==> config.mk <==
export PLATFORM = sky130hd
export DESIGN_NAME = regfile_march_bist_ctrl_flat
export DESIGN_NICKNAME = d
export VERILOG_FILES = /design/src/rtl/regfile_march_bist_ctrl_if.sv /design/src/rtl/regfile_march_bist_ctrl.sv /design/src/flat_wrapper.sv
export SDC_FILE = /design/constraint.sdc
export NUM_CORES = 1
export LEC_CHECK = 0
export ABC_AREA = 1
export CAP_MARGIN = 10
export CELL_PAD_IN_SITES_DETAIL_PLACEMENT = 0
export CELL_PAD_IN_SITES_GLOBAL_PLACEMENT = 1
export CORE_MARGIN = 4
export CORE_UTILIZATION = 30
export DETAILED_ROUTE_END_ITERATION = 8
export HOLD_SLACK_MARGIN = 0.15
export PLACE_DENSITY_LB_ADDON = 0.1
export REMOVE_ABC_BUFFERS = 1
export SLEW_MARGIN = 20
export SYNTH_ARGS = -nofsm -noshare
export SYNTH_HDL_FRONTEND = slang
export SYNTH_SLANG_ARGS = --single-unit
==> constraint.sdc <==
create_clock -name clk -period 2.59 [get_ports clk]
set_input_delay 0.518 -clock clk [delete_from_list [all_inputs] [get_ports clk]]
set_output_delay 0.518 -clock clk [all_outputs]
set_load 0.1 [all_outputs]
==> src/rtl/regfile_march_bist_ctrl_if.sv <==
`default_nettype none
// ============================================================================
// Module      : regfile_march_bist_ctrl_if
// Description : Control/status and register-file test-port bundle for the
//               March C- BIST controller.
// Revision    : 1.0 - initial release
// ============================================================================
interface regfile_march_bist_ctrl_if #(
    parameter int ADDR_WIDTH = 5,
    parameter int DATA_WIDTH = 32
);
    logic                  start_i;
    logic                  done_o;
    logic                  pass_o;
    logic [ADDR_WIDTH-1:0] fail_addr_o;
    logic [2:0]            fail_elem_o;
    logic [DATA_WIDTH-1:0] fail_exp_o;
    logic [DATA_WIDTH-1:0] fail_act_o;
    logic [7:0]            fail_cnt_o;
    logic                  bist_o;
    logic                  csn_t_o;
    logic                  wen_t_o;
    logic [ADDR_WIDTH-1:0] a_t_o;
    logic [DATA_WIDTH-1:0] d_t_o;
    logic [DATA_WIDTH-1:0] q_t_i;

    // BIST controller side
    modport master (
        input  start_i, q_t_i,
        output done_o, pass_o, fail_addr_o, fail_elem_o, fail_exp_o,
               fail_act_o, fail_cnt_o, bist_o, csn_t_o, wen_t_o, a_t_o, d_t_o
    );

    // Test controller / register-file wrapper side
    modport slave (
        output start_i, q_t_i,
        input  done_o, pass_o, fail_addr_o, fail_elem_o, fail_exp_o,
               fail_act_o, fail_cnt_o, bist_o, csn_t_o, wen_t_o, a_t_o, d_t_o
    );
endinterface

`default_nettype wire

==> src/rtl/regfile_march_bist_ctrl.sv <==
`default_nettype none
// ============================================================================
// Module      : regfile_march_bist_ctrl
// Description : March C- MBIST initiator for the register-file test port,
//               reporting pass/fail, first-fail details and a mismatch count.
// Revision    : 1.0 - initial release
// ============================================================================
module regfile_march_bist_ctrl #(
    parameter int                    ADDR_WIDTH = 5,
    parameter int                    DATA_WIDTH = 32,
    parameter int                    NUM_WORDS  = 32,
    parameter int                    FIRST_ADDR = 1,
    parameter logic [DATA_WIDTH-1:0] DATA_BG    = '0
) (
    input  wire logic                  clk,
    input  wire logic                  rst_n,
    regfile_march_bist_ctrl_if.master  bus
);

    localparam logic [ADDR_WIDTH-1:0] c_first_addr = ADDR_WIDTH'(FIRST_ADDR);
    localparam logic [ADDR_WIDTH-1:0] c_last_addr  = ADDR_WIDTH'(NUM_WORDS - 1);

    typedef enum logic [3:0] {
        S_IDLE  = 4'd0,
        S_SETUP = 4'd1,
        S_M0    = 4'd2,
        S_M1    = 4'd3,
        S_M2    = 4'd4,
        S_M3    = 4'd5,
        S_M4    = 4'd6,
        S_M5    = 4'd7,
        S_DRAIN = 4'd8,
        S_DONE  = 4'd9
    } state_t;

    state_t                r_state;
    state_t                w_state_nxt;
    logic [ADDR_WIDTH-1:0] r_addr;
    logic [ADDR_WIDTH-1:0] w_addr_nxt;
    logic                  r_phase;      // 0: read slot, 1: write slot of a read-write element
    logic                  w_phase_nxt;
    logic                  w_start_acc;

    logic                  w_march;
    logic                  w_up;
    logic                  w_rw;
    logic [2:0]            w_elem;
    logic [DATA_WIDTH-1:0] w_wdata;
    logic [DATA_WIDTH-1:0] w_rexp;
    logic                  w_rd;
    logic                  w_wr;
    logic                  w_mismatch;

    logic                  r_cmp_vld;
    logic [DATA_WIDTH-1:0] r_cmp_exp;
    logic [ADDR_WIDTH-1:0] r_cmp_addr;
    logic [2:0]            r_cmp_elem;

    logic                  r_done;
    logic                  r_pass;
    logic [ADDR_WIDTH-1:0] r_fail_addr;
    logic [2:0]            r_fail_elem;
    logic [DATA_WIDTH-1:0] r_fail_exp;
    logic [DATA_WIDTH-1:0] r_fail_act;
    logic [7:0]            r_fail_cnt;

    // Element decode: direction, op mix and data polarity of the current element
    always_comb begin
        w_march = 1'b1;
        w_up    = 1'b1;
        w_rw    = 1'b0;
        w_elem  = 3'd0;
        w_wdata = DATA_BG;
        w_rexp  = DATA_BG;
        case (r_state)
            S_M0: w_elem = 3'd0;
            S_M1: begin w_elem = 3'd1; w_rw = 1'b1; w_wdata = ~DATA_BG; end
            S_M2: begin w_elem = 3'd2; w_rw = 1'b1; w_rexp  = ~DATA_BG; end
            S_M3: begin w_elem = 3'd3; w_rw = 1'b1; w_up = 1'b0; w_wdata = ~DATA_BG; end
            S_M4: begin w_elem = 3'd4; w_rw = 1'b1; w_up = 1'b0; w_rexp  = ~DATA_BG; end
            S_M5: w_elem = 3'd5;
            default: w_march = 1'b0;
        endcase
    end

    assign w_rd = w_march && ((r_state == S_M5) || (w_rw && !r_phase));
    assign w_wr = w_march && !w_rd;

    always_ff @(posedge clk or negedge rst_n) begin
        if (!rst_n) begin
            r_state <= S_IDLE;
            r_addr  <= '0;
            r_phase <= 1'b0;
        end else begin
            r_state <= w_state_nxt;
            r_addr  <= w_addr_nxt;
            r_phase <= w_phase_nxt;
        end
    end

    always_comb begin
        w_state_nxt = r_state;
        w_addr_nxt  = r_addr;
        w_phase_nxt = r_phase;
        w_start_acc = 1'b0;
        case (r_state)
            S_IDLE, S_DONE: begin
                if (bus.start_i) begin
                    w_state_nxt = S_SETUP;
                    w_start_acc = 1'b1;
                end
            end
            S_SETUP: begin
                w_state_nxt = S_M0;
                w_addr_nxt  = c_first_addr;
                w_phase_nxt = 1'b0;
            end
            S_M0, S_M1, S_M2, S_M3, S_M4, S_M5: begin
                if (w_rw && !r_phase) begin
                    w_phase_nxt = 1'b1;
                end else begin
                    w_phase_nxt = 1'b0;
                    // Terminal address ends the element; the next one starts at its own end
                    if (r_addr == (w_up ? c_last_addr : c_first_addr)) begin
                        case (r_state)
                            S_M0:    begin w_state_nxt = S_M1;    w_addr_nxt = c_first_addr; end
                            S_M1:    begin w_state_nxt = S_M2;    w_addr_nxt = c_first_addr; end
                            S_M2:    begin w_state_nxt = S_M3;    w_addr_nxt = c_last_addr;  end
                            S_M3:    begin w_state_nxt = S_M4;    w_addr_nxt = c_last_addr;  end
                            S_M4:    begin w_state_nxt = S_M5;    w_addr_nxt = c_first_addr; end
                            default: begin w_state_nxt = S_DRAIN; w_addr_nxt = '0;           end
                        endcase
                    end else begin
                        w_addr_nxt = w_up ? (r_addr + 1'b1) : (r_addr - 1'b1);
                    end
                end
            end
            S_DRAIN: w_state_nxt = S_DONE;
            default: w_state_nxt = S_IDLE;
        endcase
    end

    assign w_mismatch = r_cmp_vld && (bus.q_t_i != r_cmp_exp);

    always_ff @(posedge clk or negedge rst_n) begin
        if (!rst_n) begin
            r_cmp_vld   <= 1'b0;
            r_cmp_exp   <= '0;
            r_cmp_addr  <= '0;
            r_cmp_elem  <= '0;
            r_done      <= 1'b0;
            r_pass      <= 1'b0;
            r_fail_addr <= '0;
            r_fail_elem <= '0;
            r_fail_exp  <= '0;
            r_fail_act  <= '0;
            r_fail_cnt  <= '0;
        end else begin
            r_cmp_vld <= w_rd;
            if (w_rd) begin
                r_cmp_exp  <= w_rexp;
                r_cmp_addr <= r_addr;
                r_cmp_elem <= w_elem;
            end
            if (w_start_acc) begin
                r_done      <= 1'b0;
                r_pass      <= 1'b0;
                r_fail_addr <= '0;
                r_fail_elem <= '0;
                r_fail_exp  <= '0;
                r_fail_act  <= '0;
                r_fail_cnt  <= '0;
            end else begin
                if (w_mismatch) begin
                    if (r_fail_cnt != 8'hFF) begin
                        r_fail_cnt <= r_fail_cnt + 8'd1;
                    end
                    if (r_fail_cnt == 8'd0) begin
                        r_fail_addr <= r_cmp_addr;
                        r_fail_elem <= r_cmp_elem;
                        r_fail_exp  <= r_cmp_exp;
                        r_fail_act  <= bus.q_t_i;
                    end
                end
                // The last M5 compare resolves in DRAIN, so fold it into pass
                if (r_state == S_DRAIN) begin
                    r_done <= 1'b1;
                    r_pass <= (r_fail_cnt == 8'd0) && !w_mismatch;
                end
            end
        end
    end

    assign bus.bist_o      = (r_state != S_IDLE) && (r_state != S_DONE);
    assign bus.csn_t_o     = !w_march;
    assign bus.wen_t_o     = !w_wr;
    assign bus.a_t_o       = w_march ? r_addr : '0;
    assign bus.d_t_o       = w_wr ? w_wdata : '0;
    assign bus.done_o      = r_done;
    assign bus.pass_o      = r_pass;
    assign bus.fail_addr_o = r_fail_addr;
    assign bus.fail_elem_o = r_fail_elem;
    assign bus.fail_exp_o  = r_fail_exp;
    assign bus.fail_act_o  = r_fail_act;
    assign bus.fail_cnt_o  = r_fail_cnt;

endmodule

`default_nettype wire
==> src/flat_wrapper.sv <==
// flat-port wrapper written by rule: the top's interface ports become plain ports
module regfile_march_bist_ctrl_flat 
#(
    parameter int                    ADDR_WIDTH = 5,
    parameter int                    DATA_WIDTH = 32,
    parameter int                    NUM_WORDS  = 32,
    parameter int                    FIRST_ADDR = 1,
    parameter logic [DATA_WIDTH-1:0] DATA_BG    = '0
)
  (clk, rst_n, bus_start_i, bus_q_t_i, bus_done_o, bus_pass_o, bus_fail_addr_o, bus_fail_elem_o, bus_fail_exp_o, bus_fail_act_o, bus_fail_cnt_o, bus_bist_o, bus_csn_t_o, bus_wen_t_o, bus_a_t_o, bus_d_t_o);
  regfile_march_bist_ctrl_if #(.ADDR_WIDTH(ADDR_WIDTH), .DATA_WIDTH(DATA_WIDTH)) bus_i ();
  input  wire logic clk;
  input  wire logic rst_n;
  input wire logic [$bits(bus_i.start_i)-1:0] bus_start_i;
  input wire logic [$bits(bus_i.q_t_i)-1:0] bus_q_t_i;
  output wire logic [$bits(bus_i.done_o)-1:0] bus_done_o;
  output wire logic [$bits(bus_i.pass_o)-1:0] bus_pass_o;
  output wire logic [$bits(bus_i.fail_addr_o)-1:0] bus_fail_addr_o;
  output wire logic [$bits(bus_i.fail_elem_o)-1:0] bus_fail_elem_o;
  output wire logic [$bits(bus_i.fail_exp_o)-1:0] bus_fail_exp_o;
  output wire logic [$bits(bus_i.fail_act_o)-1:0] bus_fail_act_o;
  output wire logic [$bits(bus_i.fail_cnt_o)-1:0] bus_fail_cnt_o;
  output wire logic [$bits(bus_i.bist_o)-1:0] bus_bist_o;
  output wire logic [$bits(bus_i.csn_t_o)-1:0] bus_csn_t_o;
  output wire logic [$bits(bus_i.wen_t_o)-1:0] bus_wen_t_o;
  output wire logic [$bits(bus_i.a_t_o)-1:0] bus_a_t_o;
  output wire logic [$bits(bus_i.d_t_o)-1:0] bus_d_t_o;
  assign bus_i.start_i = bus_start_i;
  assign bus_i.q_t_i = bus_q_t_i;
  assign bus_done_o = bus_i.done_o;
  assign bus_pass_o = bus_i.pass_o;
  assign bus_fail_addr_o = bus_i.fail_addr_o;
  assign bus_fail_elem_o = bus_i.fail_elem_o;
  assign bus_fail_exp_o = bus_i.fail_exp_o;
  assign bus_fail_act_o = bus_i.fail_act_o;
  assign bus_fail_cnt_o = bus_i.fail_cnt_o;
  assign bus_bist_o = bus_i.bist_o;
  assign bus_csn_t_o = bus_i.csn_t_o;
  assign bus_wen_t_o = bus_i.wen_t_o;
  assign bus_a_t_o = bus_i.a_t_o;
  assign bus_d_t_o = bus_i.d_t_o;
  regfile_march_bist_ctrl #(.ADDR_WIDTH(ADDR_WIDTH), .DATA_WIDTH(DATA_WIDTH), .NUM_WORDS(NUM_WORDS), .FIRST_ADDR(FIRST_ADDR), .DATA_BG(DATA_BG)) u_core (.clk(clk), .rst_n(rst_n), .bus(bus_i));
endmodule
==> run metrics <==
adder and majority cell fraction of the synthesized area=2.10%; TritonCTS clock tree=done; remaining antenna violation count=0; most frequently used cell type in the post-synthesis netlist=sky130_fd_sc_hd__nand2_1; basic-gate share of the synthesized area counting and, or, nand and nor cells=36.3%; worst slew margin relative to its limit=64.1%; n_diodes=0; half-perimeter wire length after placement=9060 um; GRT Total Usage=14.5%; Max Clk Rate=399 MHz; P&R area growth vs syn=54.6%; list of most frequent post-synthesis cells=sky130_fd_sc_hd__nand2_1, sky130_fd_sc_hd__dfrtp_1, sky130_fd_sc_hd__buf_4, sky130_fd_sc_hd__nand4_1, sky130_fd_sc_hd__nor2_1; number of global-route vias before repair=3,852; multiplexer share of the synthesized area=0%; master cell of the clock root buffer=sky130_fd_sc_hd__clkbuf_16; Async SR Flop Fraction=100%; total of endpoints with negative setup slack in the final report=0; number of synthesized register bits=71; io pins=157; clock input transition at the sequential cells of the worst setup and hold paths=60 ps; Yosys top cell by area=sky130_fd_sc_hd__dfrtp_1; Clock Skews=5.95 ps; Sink Count=71; summed instance area of the synthesized netlist=4530 um2; average footprint of a synthesized cell=8.54 um2; Layout Nets=680; width of the die=131 um; kind of critical path=register to primary output; clock buffer depth=2; input/output buffers=156; vias post-DR=3,884; largest cells by area after synthesis=sky130_fd_sc_hd__dfrtp_1, sky130_fd_sc_hd__buf_4, sky130_fd_sc_hd__nand2_1; post-route worst hold slack=176 ps; Total Routed Length=12,400 um; Worst Tran Pin Value=538 ps; core region area=14,600 um2; endpoint type of the worst setup path=primary output; Initial Utilization=31.0%; max-slew violation total from the final report=0; number of endpoints with negative hold slack in the final report=0; post-synthesis compound-gate area fraction=4.64%; mean number of vias per cell=4.70; sequential fraction of the synthesis area=39.2%; Post-CTS Hold Fix Bufs=0; maximum number of pins on one net before global-route repair=47; total number of H-tree levels=3; drt initial violations=224; ratio of final minimum period to clock period=96.8%; number of iterations in the first detailed-routing pass=4; floorplan die height=131 um; MaxCap Viol Count=0; class of the most critical hold timing path=input port to asynchronous set/reset pin; Synth Warn #=0; placement row count=44; global-route wire length before repair=19,900 um; Layout Cells excl Fill=827; number of antenna violations at the first check in global routing=0; synthesized instance count=531; core occupancy in the finished layout=47.9%; CP Launch Type=register; largest family of logic cells by synthesized area=simple AND/OR/NAND/NOR gates; number of DRC violations after detailed routing=0; run status=finished, final reports clean; time the final worst path needs with I/O delays and setup=2510 ps; Critical Path Fanout Max=8; Req. time, crit path=2070 ps; share of post-route cells with drive strength above 1=38.1%; total CTS buffers=9; data arrival time at the worst-slack endpoint=1990 ps; instance count after placement with tap cells included=797; Congestion Overflow GR=0; number of enable-type register cells in the synthesized netlist=0; die footprint=17,100 um2; routed len/inst=15.0 um; most frequently used flop master after synthesis=sky130_fd_sc_hd__dfrtp_1; Synth cell types=39; Synth Area in XOR/XNOR=1.13%; area share of the largest cell type after synthesis=39.2%; routability congestion estimate=0.773; source-to-sink clock delay at the later pin of the worst-skew pair=330 ps; final sum of negative setup slack=0 ps
-- area by class of cell --
class,instances,area [um2]
fill,1380,7630
timing repair buffer,183,2550
multi-input combinational,341,2030
sequential,71,1780
tap,184,230
clock buffer,10,229
inverter,32,123
clock inverter,6,71.3
-- state kept, by name (all words and copies together) (netlist names) --
| register | count |
|---|---|
| u_core.bus.fail_cnt_o | 8 |
| u_core.bus.fail_exp_o | 1 |
| u_core.bus.fail_act_o | 32 |
| u_core.r_cmp_vld | 1 |
| u_core.r_cmp_addr | 5 |
| u_core.r_cmp_exp | 1 |
| u_core.bus.fail_elem_o | 3 |
| u_core.bus.done_o | 1 |
| u_core.bus.pass_o | 1 |
| u_core.bus.fail_addr_o | 5 |
| u_core.r_addr | 5 |
| u_core.r_state | 4 |
| u_core.r_phase | 1 |
| u_core.r_cmp_elem | 3 |
-- final timing paths --
check | cells past startpoint | slack [ps] | endpoint | startpoint
setup / recovery | 10 | 80 | bus_d_t_o[30] | u_core.r_state[1]$_DFFE_PN0P_
hold / removal | 1 | 180 | u_core.bus.fail_act_o[30]$_DFFE_PN0P_ | rst_n
setup reg to reg | 15 | 290 | u_core.r_addr[1]$_DFFE_PN0P_ | u_core.r_state[1]$_DFFE_PN0P_
hold reg to reg | 2 | 490 | u_core.r_cmp_addr[1]$_DFFE_PN0P_ | u_core.r_cmp_addr[1]$_DFFE_PN0P_
max in group asynchronous | 2 | 1830 | u_core.bus.fail_act_o[8]$_DFFE_PN0P_ | rst_n
min in group clk | 2 | 490 | u_core.r_cmp_addr[1]$_DFFE_PN0P_ | u_core.r_cmp_addr[1]$_DFFE_PN0P_
-- what timing repair did --
| item | in CTS | in global routing |
|---|---|---|
| gates cloned | 2 | 0 |
| setup endpoints to repair | 32 | 32 |
| buffers inserted | 3 | 9 |
| resized for setup | 8 | 13 |
| pin swaps | 2 | 3 |
-- stage by stage --
step                instance area, um2  worst slack [ps]
floorplan                         3900            -37800
global placement                  6460               149
CTS                               6860             -12.6
detailed placement                6460               105
finish                            7010              82.6
global route                      7010             -4.77
-- placed cells by master, fill, tap and decap left out, types with 8 or more instances in the layout --
master                            synthesis  routed
sky130_fd_sc_hd__buf_12                   0      71
sky130_fd_sc_hd__buf_16                   0      10
sky130_fd_sc_hd__buf_4                   66      68
sky130_fd_sc_hd__clkbuf_16                0       9
sky130_fd_sc_hd__clkdlybuf4s50_1          0      33
sky130_fd_sc_hd__dfrtp_1                 71      67
sky130_fd_sc_hd__inv_1                   24      23
sky130_fd_sc_hd__inv_2                    7       8
sky130_fd_sc_hd__nand2_1                125     125
sky130_fd_sc_hd__nand3_1                 14      13
sky130_fd_sc_hd__nand3_2                 40      41
sky130_fd_sc_hd__nand4_1                 47      47
sky130_fd_sc_hd__nor2_1                  41      40
sky130_fd_sc_hd__o21ai_0                 12      12
-- worst max-delay path, stage by stage (launching register included) --
cell	delay (ps)
sky130_fd_sc_hd__dfrtp_2	460
sky130_fd_sc_hd__nor2_4	130
sky130_fd_sc_hd__inv_2	50
sky130_fd_sc_hd__nand3_2	90
sky130_fd_sc_hd__o21ai_4	70
sky130_fd_sc_hd__nand2_4	100
sky130_fd_sc_hd__o21ai_4	80
sky130_fd_sc_hd__nor2_4	170
sky130_fd_sc_hd__buf_6	140
sky130_fd_sc_hd__buf_16	170
sky130_fd_sc_hd__buf_16	180
-- cell families after synthesis --
group	Yosys count
DFF	71
xor gates and xnor gates	5
buffers and inverters	119
AOI/OAI and AO/OA	32
adders and majority gates	7
and+or+nand+nor	297
-- routing by layer --
metal	vias up	wire (um)	GRT usage (%)
li1	1924	-	-
met1	1814	5660	19.4
met2	138	5680	22.9
met3	8	948	4.63
met4	0	141	3.75
met5	-	0	0
Power is left out: the tool's default activity adds up to more than one toggle a clock period on the data nets, which glitch-free logic cannot reach.
